### src/rtl/matrix_stream_loader_if.sv
// Valid/ready element stream into matrix_stream_loader.
interface matrix_stream_loader_if #(
  parameter int DATA_WIDTH = 8
);
  logic                  element_valid;
  logic [DATA_WIDTH-1:0] element_data;
  logic                  element_ready;

  modport master (
    output element_valid,
    output element_data,
    input  element_ready
  );

  modport slave (
    input  element_valid,
    input  element_data,
    output element_ready
  );
endinterface

### src/rtl/matrix_stream_loader.sv
// Assembles two square matrices (A then B) from a row-major element stream,
// presents them in parallel, pulses start_operation once and waits for the
// adder's operation_complete before loading the next pair.
module matrix_stream_loader #(
  parameter int MATRIX_SIZE = 4,
  parameter int DATA_WIDTH  = 8
) (
  input  logic                                                 clock_signal,
  input  logic                                                 reset_signal,
  input  logic                                                 clear_request,
  matrix_stream_loader_if.slave                                elem_if,
  output logic [MATRIX_SIZE-1:0][MATRIX_SIZE-1:0][DATA_WIDTH-1:0] matrix_a_output,
  output logic [MATRIX_SIZE-1:0][MATRIX_SIZE-1:0][DATA_WIDTH-1:0] matrix_b_output,
  output logic                                                 start_operation,
  input  logic                                                 operation_complete,
  output logic [$clog2(MATRIX_SIZE*MATRIX_SIZE)-1:0]           element_index,
  output logic                                                 loader_busy
);

  localparam int IDX_W = $clog2(MATRIX_SIZE*MATRIX_SIZE);
  localparam int RC_W  = $clog2(MATRIX_SIZE);
  localparam logic [IDX_W-1:0] LAST_IDX = IDX_W'(MATRIX_SIZE*MATRIX_SIZE - 1);
  localparam logic [RC_W-1:0]  LAST_RC  = RC_W'(MATRIX_SIZE - 1);

  typedef logic [MATRIX_SIZE-1:0][MATRIX_SIZE-1:0][DATA_WIDTH-1:0] mat_t;

  typedef enum logic [1:0] {
    LOAD_A    = 2'd0,
    LOAD_B    = 2'd1,
    ISSUE     = 2'd2,
    WAIT_DONE = 2'd3
  } state_t;

  state_t           state_q, state_d;
  logic [IDX_W-1:0] idx_q, idx_d;
  logic [RC_W-1:0]  row_q, row_d;
  logic [RC_W-1:0]  col_q, col_d;
  mat_t             mat_a_q, mat_a_d;
  mat_t             mat_b_q, mat_b_d;
  logic             ready_q, ready_d;
  logic             start_q, start_d;
  logic             busy_q, busy_d;
  logic             xfer;

  // Row/column tracked alongside the flat index so no divider is needed.
  assign xfer = elem_if.element_valid && ready_q;

  // Next-state, index and matrix-write decode; clear wins over everything.
  always_comb begin
    state_d = state_q;
    idx_d   = idx_q;
    row_d   = row_q;
    col_d   = col_q;
    mat_a_d = mat_a_q;
    mat_b_d = mat_b_q;

    if (clear_request) begin
      state_d = LOAD_A;
      idx_d   = '0;
      row_d   = '0;
      col_d   = '0;
    end else begin
      case (state_q)
        LOAD_A, LOAD_B: begin
          if (xfer) begin
            if (state_q == LOAD_A) begin
              mat_a_d[row_q][col_q] = elem_if.element_data;
            end else begin
              mat_b_d[row_q][col_q] = elem_if.element_data;
            end
            if (idx_q == LAST_IDX) begin
              idx_d   = '0;
              row_d   = '0;
              col_d   = '0;
              state_d = (state_q == LOAD_A) ? LOAD_B : ISSUE;
            end else begin
              idx_d = idx_q + IDX_W'(1);
              if (col_q == LAST_RC) begin
                col_d = '0;
                row_d = row_q + RC_W'(1);
              end else begin
                col_d = col_q + RC_W'(1);
              end
            end
          end
        end
        ISSUE: begin
          state_d = WAIT_DONE;
        end
        WAIT_DONE: begin
          if (operation_complete) begin
            state_d = LOAD_A;
          end
        end
        default: begin
          state_d = LOAD_A;
        end
      endcase
    end
  end

  // Status flags are registered from the next state: they track state_q
  // exactly but still read 0 while reset is held.
  always_comb begin
    ready_d = (state_d == LOAD_A) || (state_d == LOAD_B);
    start_d = (state_d == ISSUE);
    busy_d  = (state_d == ISSUE) || (state_d == WAIT_DONE);
  end

  // State, counters, matrices and status registers.
  always_ff @(posedge clock_signal or negedge reset_signal) begin
    if (!reset_signal) begin
      state_q <= LOAD_A;
      idx_q   <= '0;
      row_q   <= '0;
      col_q   <= '0;
      mat_a_q <= '0;
      mat_b_q <= '0;
      ready_q <= 1'b0;
      start_q <= 1'b0;
      busy_q  <= 1'b0;
    end else begin
      state_q <= state_d;
      idx_q   <= idx_d;
      row_q   <= row_d;
      col_q   <= col_d;
      mat_a_q <= mat_a_d;
      mat_b_q <= mat_b_d;
      ready_q <= ready_d;
      start_q <= start_d;
      busy_q  <= busy_d;
    end
  end

  assign elem_if.element_ready = ready_q;
  assign matrix_a_output       = mat_a_q;
  assign matrix_b_output       = mat_b_q;
  assign start_operation       = start_q;
  assign element_index         = idx_q;
  assign loader_busy           = busy_q;

endmodule

### src/flat_wrapper.sv
// flat-port wrapper written by rule: the top's interface ports become plain ports
module matrix_stream_loader_flat 
#(
  parameter int MATRIX_SIZE = 4,
  parameter int DATA_WIDTH  = 8
)
  (clock_signal, reset_signal, clear_request, matrix_a_output, matrix_b_output, start_operation, operation_complete, element_index, loader_busy, elem_if_element_valid, elem_if_element_data, elem_if_element_ready);
  matrix_stream_loader_if #(.DATA_WIDTH(DATA_WIDTH)) elem_if_i ();
  input  logic clock_signal;
  input  logic reset_signal;
  input  logic clear_request;
  output logic [MATRIX_SIZE-1:0][MATRIX_SIZE-1:0][DATA_WIDTH-1:0] matrix_a_output;
  output logic [MATRIX_SIZE-1:0][MATRIX_SIZE-1:0][DATA_WIDTH-1:0] matrix_b_output;
  output logic start_operation;
  input  logic operation_complete;
  output logic [$clog2(MATRIX_SIZE*MATRIX_SIZE)-1:0] element_index;
  output logic loader_busy;
  input wire logic [$bits(elem_if_i.element_valid)-1:0] elem_if_element_valid;
  input wire logic [$bits(elem_if_i.element_data)-1:0] elem_if_element_data;
  output wire logic [$bits(elem_if_i.element_ready)-1:0] elem_if_element_ready;
  assign elem_if_i.element_valid = elem_if_element_valid;
  assign elem_if_i.element_data = elem_if_element_data;
  assign elem_if_element_ready = elem_if_i.element_ready;
  matrix_stream_loader #(.MATRIX_SIZE(MATRIX_SIZE), .DATA_WIDTH(DATA_WIDTH)) u_core (.clock_signal(clock_signal), .reset_signal(reset_signal), .clear_request(clear_request), .elem_if(elem_if_i), .matrix_a_output(matrix_a_output), .matrix_b_output(matrix_b_output), .start_operation(start_operation), .operation_complete(operation_complete), .element_index(element_index), .loader_busy(loader_busy));
endmodule
### config.mk
export PLATFORM = sky130hd
export DESIGN_NAME = matrix_stream_loader_flat
export DESIGN_NICKNAME = d
export VERILOG_FILES = /design/src/rtl/matrix_stream_loader_if.sv /design/src/rtl/matrix_stream_loader.sv /design/src/flat_wrapper.sv
export SDC_FILE = /design/constraint.sdc
export NUM_CORES = 1
export LEC_CHECK = 0
export CORE_UTILIZATION = 30
export CTS_CLUSTER_SIZE = 24
export DETAILED_ROUTE_END_ITERATION = 8
export PLACE_DENSITY = 0.61
export RECOVER_POWER = 50
export SYNTH_ARGS = -nofsm -noshare
export SYNTH_HDL_FRONTEND = slang
export SYNTH_SLANG_ARGS = --single-unit
### constraint.sdc
create_clock -name clock_signal -period 1.9 [get_ports clock_signal]
set_clock_uncertainty 0.2 [all_clocks]
set_input_delay 0.57 -clock clock_signal [delete_from_list [all_inputs] [get_ports clock_signal]]
set_output_delay 0.57 -clock clock_signal [all_outputs]
set_load 0.01 [all_outputs]
==> run metrics, run 1 <==
status finished with violations; failing checks setup timing; Hold Path Origin u_core.matrix_a_output[62]; largest cells by area after synthesis dfrtp_1, mux2_2, clkbuf_1, nand3_2, mux2_4; WP buf/inv 3; Worst EP required about 2.1 ns; cell count after synthesis 668; vias in the first global route approximately 7500; drt pass-1 iters 4; Worst-Skew Late Latency 0.56 ns; Switching Power around 3.2 mW; count of cell types in the netlist a little over 40; Async S/R FF share, synth 1.00; R2R depth 7; Final period util 1.03; commonest cells after routing, fill and taps aside dfrtp_1, buf_2, mux2_2; GPL Wtd Cong approximately 0.76; CP Launch Type flop; Worst Hold Path Cells 1; initial antenna violation count 1; Hold Fails Final Rpt 0; Seq pwr share 0.458; Ports 276; total of max-cap violations 0; fin area ~16000 µm²; Ant. Diodes 0; relative slew slack 0.251; RSZ-0062 raised after global routing true; Clock power frac 0.451; H-tree levels 1; syn_nets 690; setup_tns -1.67 ns; Post-synth EDFFs 0; top cell type by total area after synthesis dfrtp_1; min-delay worst type reg2reg; worst path cell trace inv_2 > ha_4 > nand4b_1 > buf_4 > nor2_4 > buf_12 > mux2_4; Switching Share 0.238; Total GRT Usage 0.176; die area ~36000 µm²; first-pass GRT wire length between 40000 and 50000 µm; post-place setup slack -0.712 ns; max-slew violations 0; final wirelength between 30000 and 40000 µm; hold slack ~0.30 ns; I/O Buffers 275; area share of the largest cell type after synthesis 0.636; largest net degree at the start of global routing 42; post-layout min period between 1.5 and 2 ns; Yosys reg bits approximately 270; worst hold path endpoint u_core.matrix_a_output[62]; Worst path max stage delay 0.42 ns; GRT overflow 0; die width approximately 190 µm; DR vias/cell about 4.6; Ys Warns 0; leakage power 8.35 nW; commonest non-fill, non-tap cell in the layout dfrtp_1; PnR worst setup slack -0.0610 ns; fillers 3154; Area after DPL 14700 µm²; Core Area ~35000 µm²; Final HPWL DP slightly above 20000 µm; Antenna Violating Nets Remaining 0; clk slew on worst S/H paths ~0.07 ns; crit-path leading delay family buffers and inverters; Final #Nets between 1000 and 1500; Starting Density 0.306; DR iter-0 viols ~240; Layout area overhead 49.5%; Rows between 60 and 70; R2R Path Start u_core.col_q[0]; R2R Path End u_core.matrix_b_output[68]; Finish-stage setup viols 50; worst slew pin tran approximately 1.1 ns; R2R Setup Slk -0.06 ns; layout cells sized above 1 0.702; Arrival @ worst endpoint ~2.2 ns; Main synth FF type dfrtp_1; number of CTS-inserted buffers 30; Synth Cell Area approximately 11000 µm²; clk sinks ~270; Tot Pwr around 13 mW; post-synthesis area per instance roughly 16 µm²; Critical Path End Type flop; VDD IR max 0.757 mV; Crit Path Class reg2reg; Worst path slowest cell dfrtp_1; DRC viols 0; worst-case clock buffer depth 3; DR vias a little over 7000; Die Y roughly 190 µm; critical path peak fanout 8; Pwr Density 839 nW/µm²; wire per inst between 20 and 25 µm; Seq/Total Area, Yosys 0.636; CTS tree yes; fmax just over 500 MHz; Internal ~10 mW; Comb pwr share 0.091; root buffer cell clkbuf_16
[power by group through the flow]
stage | clock (mW) | combinational [mW] | sequential, mW
after floorplan | 0 | 0.318 | 6.27
after global placement | 0 | 1.26 | 6.17
after detailed placement | 0 | 1.27 | 6.18
after CTS | 6.17 | 1.13 | 6.07
after global routing | 6.42 | 1.31 | 6.10
final | 5.98 | 1.20 | 6.08
[worst max-delay path by stage]
stage / startpoint / to / slack [ns] / cells past startpoint
6_report: u_core.col_q[0] / u_core.matrix_b_output[68] / -0.06 / 7
4_1_cts: u_core.elem_if.element_ready / elem_if_element_ready / -0.1 / 2
5_1_grt: u_core.col_q[0] / u_core.matrix_b_output[66] / -0.15 / 7
3_3_place_gp: elem_if_element_valid / u_core.matrix_b_output[36] / -0.70 / 7
3_5_place_dp: clear_request / u_core.matrix_b_output[37] / -0.71 / 5
2_1_floorplan: clear_request / u_core.matrix_b_output[119] / -0.14 / 4
[stage by stage]
stage                util  std cells
global route        0.457       1545
finish              0.457       1545
global placement    0.426       1432
floorplan               -        668
detailed placement  0.426       1432
CTS                 0.437       1515
[cells in the mapped netlist (3+ instances only)]
cell type	instances
ha_1	9
nand2_1	6
nor2_2	16
dfrtp_1	269
mux2_4	8
nand4b_1	5
nand3b_1	5
buf_2	3
nand3_1	3
nand2_2	3
clkbuf_1	33
a21oi_1	7
inv_1	5
nand3_2	12
and4b_1	4
o21ai_0	4
mux2_2	247
[final cells by class]
type	instances	area [µm²]	area share
multi-input cells	354	4340	0.275
clock inverters	14	169	0.0107
inverters	5	23.8	0.00150
clock buffers	40	860	0.0543
well taps	455	569	0.0360
repair buffers	408	3120	0.197
flip-flops and latches	269	6740	0.426
[metal layers]
layer	routed length [µm]	global-route usage	vias up	share of wire
met5	0	0	-	0
met4	585	0.0372	0	0.018
met3	2090	0.0493	39	0.065
met2	15300	0.288	195	0.48
met1	14100	0.232	3685	0.44
li1	-	-	3171	-
[worst reg2reg max path, cell delays in order, from the launching register on]
cell and delay [ns]:
dfrtp_1 0.42, inv_2 0.13, ha_4 0.16, nand4b_1 0.18
buf_4 0.20, nor2_4 0.09, buf_12 0.15, mux2_4 0.31
[registers in the layout (all words and copies together), names as in the netlist]
signal	flops
u_core.col_q	2
u_core.state_q	2
u_core.element_index	4
u_core.elem_if.element_ready	1
u_core.row_q	2
u_core.loader_busy	1
u_core.matrix_b_output	128
u_core.start_operation	1
u_core.matrix_a_output	128
[timing repair]
| item | 4_1_cts | 5_1_grt |
|---|---|---|
| endpoints found under the setup margin | 487 | 341 |
| hold endpoints to repair | 25 | 0 |
| cloned | 1 | 0 |
| resized for setup | 1158 | 119 |
| setup buffers | 28 | 31 |
| pin swaps | 18 | 15 |
| hold buffers | 1 | 0 |
[cell families (layout without fill, tap and decap cells)]
kind of cell | count (synthesis) | after routing | share of synthesized area
buffers and inverters | 45 | 467 | 0.0181
AND/OR/NAND/NOR | 69 | 69 | 0.0479
flip-flops | 269 | 269 | 0.636
XOR/XNOR | 1 | 1 | 0.000828
adder cells (fa/ha/maj) | 9 | 9 | 0.0106
multiplexers | 256 | 256 | 0.275
AO/OA/AOI/OAI | 19 | 19 | 0.0114
(Power assumes the default switching activity.)
==> inputs of run 2 (changes only) <==
--- a/config.mk
+++ b/config.mk
@@ -5,10 +5,10 @@
 export SDC_FILE = /design/constraint.sdc
 export NUM_CORES = 1
 export LEC_CHECK = 0
+export CORE_ASPECT_RATIO = 0.9
 export CORE_UTILIZATION = 30
-export CTS_CLUSTER_SIZE = 24
+export CTS_CLUSTER_SIZE = 14
 export DETAILED_ROUTE_END_ITERATION = 8
-export PLACE_DENSITY = 0.61
 export RECOVER_POWER = 50
 export SYNTH_ARGS = -nofsm -noshare
 export SYNTH_HDL_FRONTEND = slang
==> run 2 against run 1 <==
Against the previous run: setup slack got worse by 0.047 ns; critical path type is now reg2out; via count fell by 0.20%; critical endpoint is now elem_if_element_ready; the run still ends with setup timing left; cell count rose by 0.78%.
==> run metrics, run 2 (synthesized netlist as in run 1, its figures left out) <==
clk slew on worst S/H paths roughly 0.06 ns; root buffer cell clkbuf_16; drt pass-1 iters 4; vias in the first global route 7458; leakage power ~8.4 nW; first-pass GRT wire length roughly 48000 µm; Ant. Diodes 0; placed insts 1438; critical path peak fanout 2; initial antenna violation count 0; Switching Share 0.233; DRC viols 0; Pwr Density a little over 800 nW/µm²; Core Area 34400 µm²; max-slew violations 0; H-tree levels 1; Crit Path Class reg2out; largest net degree at the start of global routing 43; number of CTS-inserted buffers 29; RSZ-0062 raised after global routing true; Hold Fails Final Rpt 0; Final #Nets 1098; clk sinks between 200 and 300; DR vias/cell 4.54; Final HPWL DP ~20000 µm; Antenna Violating Nets Remaining 0; R2R Path Start u_core.elem_if.element_ready; R2R Path End u_core.matrix_b_output[32]; PnR worst setup slack -0.108 ns; FF/Latch Area roughly 6700 µm²; die width 200 µm; commonest cells after routing, fill and taps aside dfrtp_1, buf_2, mux2_4; commonest non-fill, non-tap cell in the layout dfrtp_1; status finished with violations; Worst Hold Path Cells 1; DR iter-0 viols ~210; Tot Pwr around 13 mW; Clock power frac 0.444; R2R Setup Slk -0.06 ns; Worst-Skew Late Latency ~0.57 ns; I/O Buffers 275; non-filler instance count after layout 1557; Final period util 1.06; Critical Path End Type output pin; CP Launch Type flop; VDD IR max 0.692 mV; GPL Wtd Cong between 0.7 and 0.8; hold slack between 0.2 and 0.3 ns; fillers 3132; relative slew slack 0.368; total of max-cap violations 0; Starting Density 0.308; fin util 0.464; Total GRT Usage 0.176; GRT overflow 0; Die Y roughly 180 µm; DR vias 7076; final wirelength around 32000 µm; fmax approximately 500 MHz; Finish-stage setup viols 68; Layout area overhead 50.6%; Worst EP required 1.13 ns; wire per inst ~21 µm; worst hold path endpoint u_core.matrix_a_output[70]; layout cells sized above 1 0.700; min-delay worst type reg2reg; die area 36000 µm²; Multi-input gate area 4520 µm²; CTS tree yes; Switching Power slightly above 3 mW; Arrival @ worst endpoint around 1.2 ns; R2R depth 7; Internal about 10 mW; Seq pwr share 0.467; Hold Path Origin u_core.matrix_a_output[70]; worst slew pin tran roughly 0.95 ns; failing checks setup timing; post-place setup slack -0.684 ns; post-layout min period around 2 ns; Ports 276; Rows 64; worst-case clock buffer depth 3; Comb pwr share 0.089
==> run 2: worst max path at each step <==
stage / startpoint / to
after floorplan: clear_request / u_core.matrix_b_output[119]
after CTS: u_core.elem_if.element_ready / elem_if_element_ready
after detailed placement: elem_if_element_valid / u_core.matrix_a_output[39]
after global placement: elem_if_element_valid / u_core.matrix_b_output[39]
final: u_core.elem_if.element_ready / elem_if_element_ready
after global routing: u_core.elem_if.element_ready / elem_if_element_ready
==> run 2: worst max-delay path: stages (launching register included) <==
cell     delay [ns]
dfrtp_1        0.41
buf_12         0.14
buf_8          0.11
==> run 2: routing by layer <==
metal  routed length, µm  global-route usage  vias up
li1                    -                   -     3178
met1               14800               0.245     3676
met2               14900               0.278      187
met3                1930              0.0447       35
met4                 450              0.0290        0
met5                   0                   0        -
==> run 2: area by class of cell <==
class	instances	area share
Inverter	5	0.00149
Multi-Input combinational cell	354	0.283
Tap cell	462	0.0363
Sequential cell	269	0.422
Clock inverter	8	0.00903
Clock buffer	42	0.0517
Timing Repair Buffer	417	0.196
==> run 2: power groups by stage <==
stage | Combinational, mW | Clock [mW] | Sequential, mW
final | 1.16 | 5.80 | 6.10
after global routing | 1.26 | 6.19 | 6.12
after CTS | 1.13 | 5.98 | 6.09
after detailed placement | 1.22 | 0 | 6.19
after global placement | 1.22 | 0 | 6.19
after floorplan | 0.318 | 0 | 6.27
==> run 2: what timing repair did <==
action	4_1_cts	5_1_grt
pin swaps	20	25
resized for setup	1179	133
setup buffers	30	39
hold buffers	1	0
endpoints found under the setup margin	489	308
hold endpoints to repair	29	0
==> run 2: per-stage QoR <==
| stage | area, µm² | setup TNS [ns] |
|---|---|---|
| final | 15900 | -1.99 |
| after global routing | 15900 | -9.13 |
| after CTS | 15100 | -1.64 |
| after detailed placement | 14700 | -152.27 |
| after global placement | 14700 | -150.00 |
| after floorplan | 10700 | -14.16 |
